<file path="config.mk">
export PLATFORM = sky130hd
export DESIGN_NAME = input_debounce
export DESIGN_NICKNAME = d
export VERILOG_FILES = /design/src/rtl/input_debounce.sv
export SDC_FILE = /design/constraint.sdc
export NUM_CORES = 1
export LEC_CHECK = 0
export ABC_AREA = 1
export BUFFER_PORTS_ARGS = -buffer_cell sky130_fd_sc_hd__buf_2
export CORE_ASPECT_RATIO = 1.2
export CORE_UTILIZATION = 25
export DETAILED_ROUTE_END_ITERATION = 8
export GPL_TIMING_DRIVEN = 0
export PLACE_DENSITY = 0.49
export SYNTH_ARGS = -nofsm -noshare
export SYNTH_HDL_FRONTEND = slang
export SYNTH_SLANG_ARGS = --single-unit
</file>
<file path="constraint.sdc">
create_clock -name clk -period 3.2 [get_ports clk]
set_clock_uncertainty 0.15 [all_clocks]
set_input_delay 0.32 -clock clk [delete_from_list [all_inputs] [get_ports clk]]
set_output_delay 0.32 -clock clk [all_outputs]
set_load 0.02 [all_outputs]
</file>
<file path="src/rtl/input_debounce.sv">
// Pad input conditioner: synchroniser, stability-counter debouncer, edge pulses
// and a wrapping count of accepted rising transitions.
module input_debounce #(
  parameter int unsigned SYNC_STAGES     = 2,
  parameter int unsigned DEBOUNCE_CYCLES = 16,
  parameter int unsigned CNT_W           = 8
) (
  input  logic             clk,
  input  logic             rst,
  input  logic             ena,
  input  logic             din,
  output logic             dout,
  output logic             rise,
  output logic             fall,
  output logic             busy,
  output logic [CNT_W-1:0] edge_count
);

  localparam int unsigned CW       = $clog2(DEBOUNCE_CYCLES + 1);
  localparam bit          ONE_SHOT = (DEBOUNCE_CYCLES == 1);

  typedef enum logic [1:0] {
    LO      = 2'd0,
    PEND_HI = 2'd1,
    HI      = 2'd2,
    PEND_LO = 2'd3
  } state_e;

  logic [SYNC_STAGES-1:0] sync_q, sync_d;
  logic                   s;
  state_e                 state_q, state_d;
  logic [CW-1:0]          cnt_q, cnt_d, cnt_inc;
  logic                   at_target;
  logic                   dout_q, dout_d;
  logic                   rise_q, rise_d;
  logic                   fall_q, fall_d;
  logic                   busy_q, busy_d;
  logic [CNT_W-1:0]       edge_count_q, edge_count_d;

  assign s         = sync_q[SYNC_STAGES-1];
  assign sync_d    = {sync_q[SYNC_STAGES-2:0], din};
  assign cnt_inc   = cnt_q + CW'(1);
  assign at_target = (cnt_inc == CW'(DEBOUNCE_CYCLES));

  // Next-state and registered-output logic; everything holds while ena is low.
  always_comb begin
    state_d      = state_q;
    cnt_d        = cnt_q;
    dout_d       = dout_q;
    rise_d       = 1'b0;
    fall_d       = 1'b0;
    edge_count_d = edge_count_q;

    if (ena) begin
      case (state_q)
        LO: begin
          if (s) begin
            if (ONE_SHOT) begin
              state_d      = HI;
              dout_d       = 1'b1;
              rise_d       = 1'b1;
              edge_count_d = edge_count_q + CNT_W'(1);
            end else begin
              state_d = PEND_HI;
              cnt_d   = CW'(1);
            end
          end
        end
        PEND_HI: begin
          if (s) begin
            if (at_target) begin
              state_d      = HI;
              cnt_d        = '0;
              dout_d       = 1'b1;
              rise_d       = 1'b1;
              edge_count_d = edge_count_q + CNT_W'(1);
            end else begin
              cnt_d = cnt_inc;
            end
          end else begin
            state_d = LO;
            cnt_d   = '0;
          end
        end
        HI: begin
          if (!s) begin
            if (ONE_SHOT) begin
              state_d = LO;
              dout_d  = 1'b0;
              fall_d  = 1'b1;
            end else begin
              state_d = PEND_LO;
              cnt_d   = CW'(1);
            end
          end
        end
        PEND_LO: begin
          if (!s) begin
            if (at_target) begin
              state_d = LO;
              cnt_d   = '0;
              dout_d  = 1'b0;
              fall_d  = 1'b1;
            end else begin
              cnt_d = cnt_inc;
            end
          end else begin
            state_d = HI;
            cnt_d   = '0;
          end
        end
        default: begin
          state_d = LO;
          cnt_d   = '0;
        end
      endcase
    end

    busy_d = (state_d == PEND_HI) || (state_d == PEND_LO);
  end

  always_ff @(posedge clk or posedge rst) begin
    if (rst) begin
      sync_q       <= '0;
      state_q      <= LO;
      cnt_q        <= '0;
      dout_q       <= 1'b0;
      rise_q       <= 1'b0;
      fall_q       <= 1'b0;
      busy_q       <= 1'b0;
      edge_count_q <= '0;
    end else begin
      sync_q       <= sync_d;
      state_q      <= state_d;
      cnt_q        <= cnt_d;
      dout_q       <= dout_d;
      rise_q       <= rise_d;
      fall_q       <= fall_d;
      busy_q       <= busy_d;
      edge_count_q <= edge_count_d;
    end
  end

  assign dout       = dout_q;
  assign rise       = rise_q;
  assign fall       = fall_q;
  assign busy       = busy_q;
  assign edge_count = edge_count_q;

endmodule

</file>
[Yosys cells after proc, flatten, opt, wreduce, memory -nomap -nowiden]
Cells that the tools add are included.
Word-level totals
  register bits after elaboration: 21
  latch bits: 0
  RAM bits: 0
  memory bits (read-only): 0
  input port bits: 4
  logic and storage cells: 54
  memories kept: 0
Operators by class
  add/subtract/negate cells: 2
  multipliers: 0
  divide/modulo/power cells: 0
  order comparisons: 0
  equality and inequality tests: 12
  shift operators: 0
  multiplexer cells: 26
  bitwise operators: 0
  reductions and logical operators: 6
Operator list (count)
  $mux W5: 5
  $pmux W5 S4: 1
  $mux W2: 7
  $ne A2 B2 Y1 const B: 6
  $mux W1: 11
  $add A8 B1 Y8 const B: 1
  $pmux W2 S4: 1
  $eq A2 B2 Y1 const B: 3
  $reduce_and A6 Y1: 1
  $add A5 B1 Y5 const B: 1
  $eq A5 B5 Y1 const B: 1
  $eq A2 B1 Y1 const B: 2
  $reduce_and A4 Y1: 1
  $reduce_and A3 Y1: 1
  $logic_not A2 Y1: 1
  $pmux W1 S2: 1
  $reduce_bool A2 Y1: 1
  $logic_or A1 B1 Y1: 1

[Logic depth before layout (Yosys ltp)]
  depth after elaboration: 8
  gate-level depth with buffers: 10
  gate-level depth less buffers: 10

[Worst setup path before layout]
OpenSTA, ideal clock, no wires.
  path kind: register to register
  start: register cnt_q[0]
  end: register edge_count_q[3], in the netlist edge_count[3]
  library setup time: 0.118 ns
  arrival: 1.359 ns
  required time: 2.932 ns
  path slack: 1.574 ns
  cell stages (with the launch flop): 11
  cell sequence: dfrtp_1 ha_1 nand2_1 inv_1 nand3_1 nand2_1 nor2_4 buf_6 nand3_1 nand2_1 nand2_1
On the way
  cells in the longest elaborated chain, start to end: 3
RTL lines
  start: declaration: RTL line 32  | logic [CW-1:0] cnt_q, cnt_d, cnt_inc;
  start signal: assignment: RTL line 135  | cnt_q <= cnt_d;
  $add A5 B1 Y5: RTL line 42  | assign cnt_inc = cnt_q + CW'(1);
  $eq A5 B5 Y1: RTL line 43  | assign at_target = (cnt_inc == CW'(DEBOUNCE_CYCLES));
  $reduce_and A4 Y1 (no line)
  end signal: assignment: RTL line 140  | edge_count_q <= edge_count_d;
  end: declaration: RTL line 38  | logic [CNT_W-1:0] edge_count_q, edge_count_d;
No other way between the ends.
A chain may end at the register's enable or synchronous reset.

==> impl_metrics.xml <==
<?xml version="1.0" encoding="UTF-8"?>
<metrics>
  <group name="routing">
    <metric name="detailroute.via_count" unit="">916</metric>
    <metric name="drt_iter0_drc" unit="">25</metric>
    <metric name="ant_nets" unit="">0</metric>
    <metric name="post-route-drc-count" unit="">0</metric>
    <metric name="drtPass1Iterations" unit="">4</metric>
    <metric name="postRouteWirelength" unit="µm">2320</metric>
    <metric name="routed_length_per_placed_instance" unit="µm">11.0</metric>
    <metric name="drt-vias-per-instance" unit="">4.34</metric>
  </group>
  <group name="power">
    <metric name="post_route_total_power" unit="W">0.000502</metric>
    <metric name="leakage" unit="nW">0.693</metric>
    <metric name="power_density" unit="mW/mm²">381</metric>
    <metric name="vdd.ir_drop.worst" unit="mV">0.231</metric>
  </group>
  <group name="logic_synthesis">
    <metric name="post_synthesis_instance_total" unit="">135</metric>
    <metric name="synth-seq-cells" unit="">20</metric>
    <metric name="yosys-top-cells-area" unit="">sky130_fd_sc_hd__dfrtp_1 45%, sky130_fd_sc_hd__nand2_1 12%, sky130_fd_sc_hd__nand3_1 7.2%, sky130_fd_sc_hd__inv_1 6.5%, sky130_fd_sc_hd__nand4_1 5.7%</metric>
    <metric name="syn_area" unit="mm²">0.00110</metric>
    <metric name="synth-seq-area-share" unit="%">45.3</metric>
    <metric name="yosysTopAreaCell" unit="">sky130_fd_sc_hd__dfrtp_1</metric>
    <metric name="ys_types" unit="">23</metric>
    <metric name="average_instance_area_after_synthesis" unit="µm²">8.18</metric>
    <metric name="yosysWarnings" unit="">0</metric>
    <metric name="syn-num-nets" unit="">141</metric>
    <metric name="yosysTopAreaCellShare" unit="%">45.3</metric>
  </group>
  <group name="timing">
    <metric name="shortest_period_the_worst_path_allows" unit="ns">1.83</metric>
    <metric name="timing.final.setup_violations" unit="">0</metric>
    <metric name="fin_hold_ws" unit="ns">0.0400</metric>
    <metric name="tightestPinTransition" unit="ns">0.779</metric>
    <metric name="setup_repair_after_global_routing_missed_its_margin" unit="">false</metric>
    <metric name="finalHoldViolations" unit="">0</metric>
    <metric name="maxClockFrequency" unit="MHz">547</metric>
    <metric name="final.period_utilization" unit="%">57.1</metric>
    <metric name="fin_setup_tns" unit="ns">0</metric>
    <metric name="worst_slew_margin_rel" unit="%">48.0</metric>
    <metric name="finalMaxSlewViolations" unit="">0</metric>
  </group>
  <group name="critical_path">
    <metric name="crit_type" unit="">flop to flop</metric>
    <metric name="end_kind" unit="">flop</metric>
    <metric name="cp_max_fo" unit="">10</metric>
    <metric name="worst-endpoint-required" unit="ns">3.23</metric>
    <metric name="timing.critical_path.slowest_stage_cell" unit="">sky130_fd_sc_hd__dfrtp_1</metric>
    <metric name="r2r.worst_path.cells" unit="">9</metric>
    <metric name="worst_setup_path_start_kind" unit="">flop</metric>
    <metric name="crit_path_cell_trace" unit="">ha_1 -&gt; nand2_1 -&gt; inv_1 -&gt; nand3_1 -&gt; nand2_1 -&gt; nor2_4 -&gt; buf_6 -&gt; nand3_1 -&gt; a21oi_1</metric>
    <metric name="timing.critical_path.arrival" unit="ns">1.86</metric>
    <metric name="cp_slowest_stage_delay" unit="ns">0.43</metric>
  </group>
  <group name="placement">
    <metric name="placed_cell_area" unit="mm²">0.00125</metric>
    <metric name="portBuffers" unit="">15</metric>
    <metric name="place.gp.congestion" unit="">0.748</metric>
    <metric name="dpl.hpwl" unit="µm">1740</metric>
  </group>
  <group name="die">
    <metric name="rows" unit="">26</metric>
    <metric name="initial_core_util" unit="%">25.9</metric>
    <metric name="die_area" unit="mm²">0.00469</metric>
    <metric name="die-height" unit="µm">74.8</metric>
    <metric name="dieWidth" unit="µm">62.7</metric>
    <metric name="ios" unit="">16</metric>
    <metric name="core_area" unit="mm²">0.00426</metric>
  </group>
  <group name="grt">
    <metric name="maximum_number_of_pins_on_one_net_before_global_route_repair" unit="">21</metric>
    <metric name="grt_overflow_total" unit="">0</metric>
    <metric name="grt_usage" unit="%">11.1</metric>
    <metric name="grt_antenna_before_repair" unit="">0</metric>
    <metric name="number_of_global_route_vias_before_repair" unit="">902</metric>
    <metric name="global_route_wire_length_before_repair" unit="µm">4030</metric>
  </group>
  <group name="outcome">
    <metric name="outcome" unit="">finished clean</metric>
  </group>
  <group name="hold_path">
    <metric name="worstHoldPathType" unit="">input port to async pin</metric>
  </group>
  <group name="clocking">
    <metric name="insertion_delay" unit="ns">0.26</metric>
    <metric name="cts.root.buffer_cell" unit="">sky130_fd_sc_hd__clkbuf_8</metric>
    <metric name="cts_tree" unit="">built</metric>
    <metric name="cts_sinks" unit="">20</metric>
    <metric name="clock_transition_at_the_registers_of_the_reported_paths" unit="ns">0.08</metric>
    <metric name="clock_tree.buffer_depth" unit="">2</metric>
    <metric name="postCtsResizedCells" unit="">0</metric>
    <metric name="cts_inserted_buffers" unit="">3</metric>
    <metric name="h_tree_levels" unit="">1</metric>
  </group>
  <group name="layout">
    <metric name="filler_cell_count" unit="">475</metric>
    <metric name="layout.cells.most_common_list" unit="">36 x sky130_fd_sc_hd__nand2_1, 20 x sky130_fd_sc_hd__dfrtp_1, 19 x sky130_fd_sc_hd__inv_1</metric>
    <metric name="area_growth" unit="%">19.0</metric>
    <metric name="post_route_cells_drive_above_1_share" unit="%">20.0</metric>
    <metric name="area_of_all_sequential_standard_cells" unit="µm²">500</metric>
    <metric name="postLayoutCellArea" unit="mm²">0.00132</metric>
    <metric name="area_occupied_by_multi_input_gates" unit="µm²">518</metric>
    <metric name="n_antenna_cell" unit="">0</metric>
    <metric name="mostFrequentLayoutCell" unit="">sky130_fd_sc_hd__nand2_1</metric>
    <metric name="layout.nets" unit="">162</metric>
  </group>
  <group name="flow_run">
    <metric name="max_cap_viol_count" unit="">0</metric>
  </group>
</metrics>
==> repair_timing <==
item                      in CTS  in global routing
hold endpoints to repair       0                  1
hold buffers                   0                  1
setup buffers                  0                  0
==> critical path, delay by kind of cell, from the launching register on <==
kind	cells	cell delay (ns)
and+or+nand+nor	5	0.53
DFF	1	0.43
adders and majority gates	1	0.26
buffers and inverters	2	0.23
AOI/OAI and AO/OA	1	0.16
==> final timing paths <==
check | to | from | slack, ns
hold / removal | sync_q[1]$_DFF_PP0_ | rst | 0.04
hold reg to reg | sync_q[1]$_DFF_PP0_ | sync_q[0]$_DFF_PP0_ | 0.20
max in group asynchronous | cnt_q[3]$_DFFE_PP0P_ | rst | 2.38
min in group clk | sync_q[1]$_DFF_PP0_ | sync_q[0]$_DFF_PP0_ | 0.20
setup / recovery | flop | cnt_q[0]$_DFFE_PP0P_ | 1.37
setup reg to reg | flop | cnt_q[0]$_DFFE_PP0P_ | 1.37
==> cell type report <==
class | instances | area share (%)
Buffer | 1 | 0.856
Timing Repair Buffer | 16 | 6.47
Clock buffer | 4 | 4.19
Multi-Input combinational cell | 94 | 39.4
Tap cell | 56 | 5.33
Inverter | 20 | 5.71
Sequential cell | 20 | 38.1
==> through the flow <==
| step | std cells | utilization [%] | setup WS (ns) |
|---|---|---|---|
| 6_report | 211 | 30.9 | 1.37 |
| 3_3_place_gp | 206 | 29.3 | 1.43 |
| 3_5_place_dp | 206 | 29.3 | 1.37 |
| 5_1_grt | 211 | 30.9 | 1.25 |
| 4_1_cts | 210 | 30.6 | 1.35 |
| 2_1_floorplan | 135 | - | 1.57 |
==> kinds of logic after synthesis <==
logic type	Yosys count	share of synthesized area, %
compound gates	10	5.66
xor+xnor	4	3.85
fa+ha+maj	2	2.26
buf+inv	21	7.81
flops	20	45.3
simple gates	78	35.1
==> where the power goes <==
part | leakage [nW] | switching, W | internal (W)
Sequential | 0.260 | 0.00000870 | 0.000259
Clock | 0.0288 | 0.0000883 | 0.000110
Combinational | 0.404 | 0.0000244 | 0.0000115
==> synthesized netlist by cell type (all sizes together) <==
master / instances
o21bai: 1
xor2: 2
o21ai: 5
nand2: 40
nand3b: 1
nor3: 1
nand3: 17
a21oi: 3
buf: 1
nor2: 9
o211ai: 1
xnor2: 2
inv: 20
nand4: 10
ha: 2
dfrtp: 20
==> state kept, by name (all words and copies together) (netlist names), named ones only <==
register / cells
edge_count: 8
sync_q: 2
fall: 1
cnt_q: 5
rise: 1
dout: 1
==> metal layers <==
layer  part of all wire [%]  track usage [%]  up-vias
li1                       -                -      479
met1                     47             13.1      420
met2                     48             19.0       12
met3                    1.9             1.82        5
met4                    2.8             6.98        0
met5                      0                0        -
(Power assumes the default switching activity.)
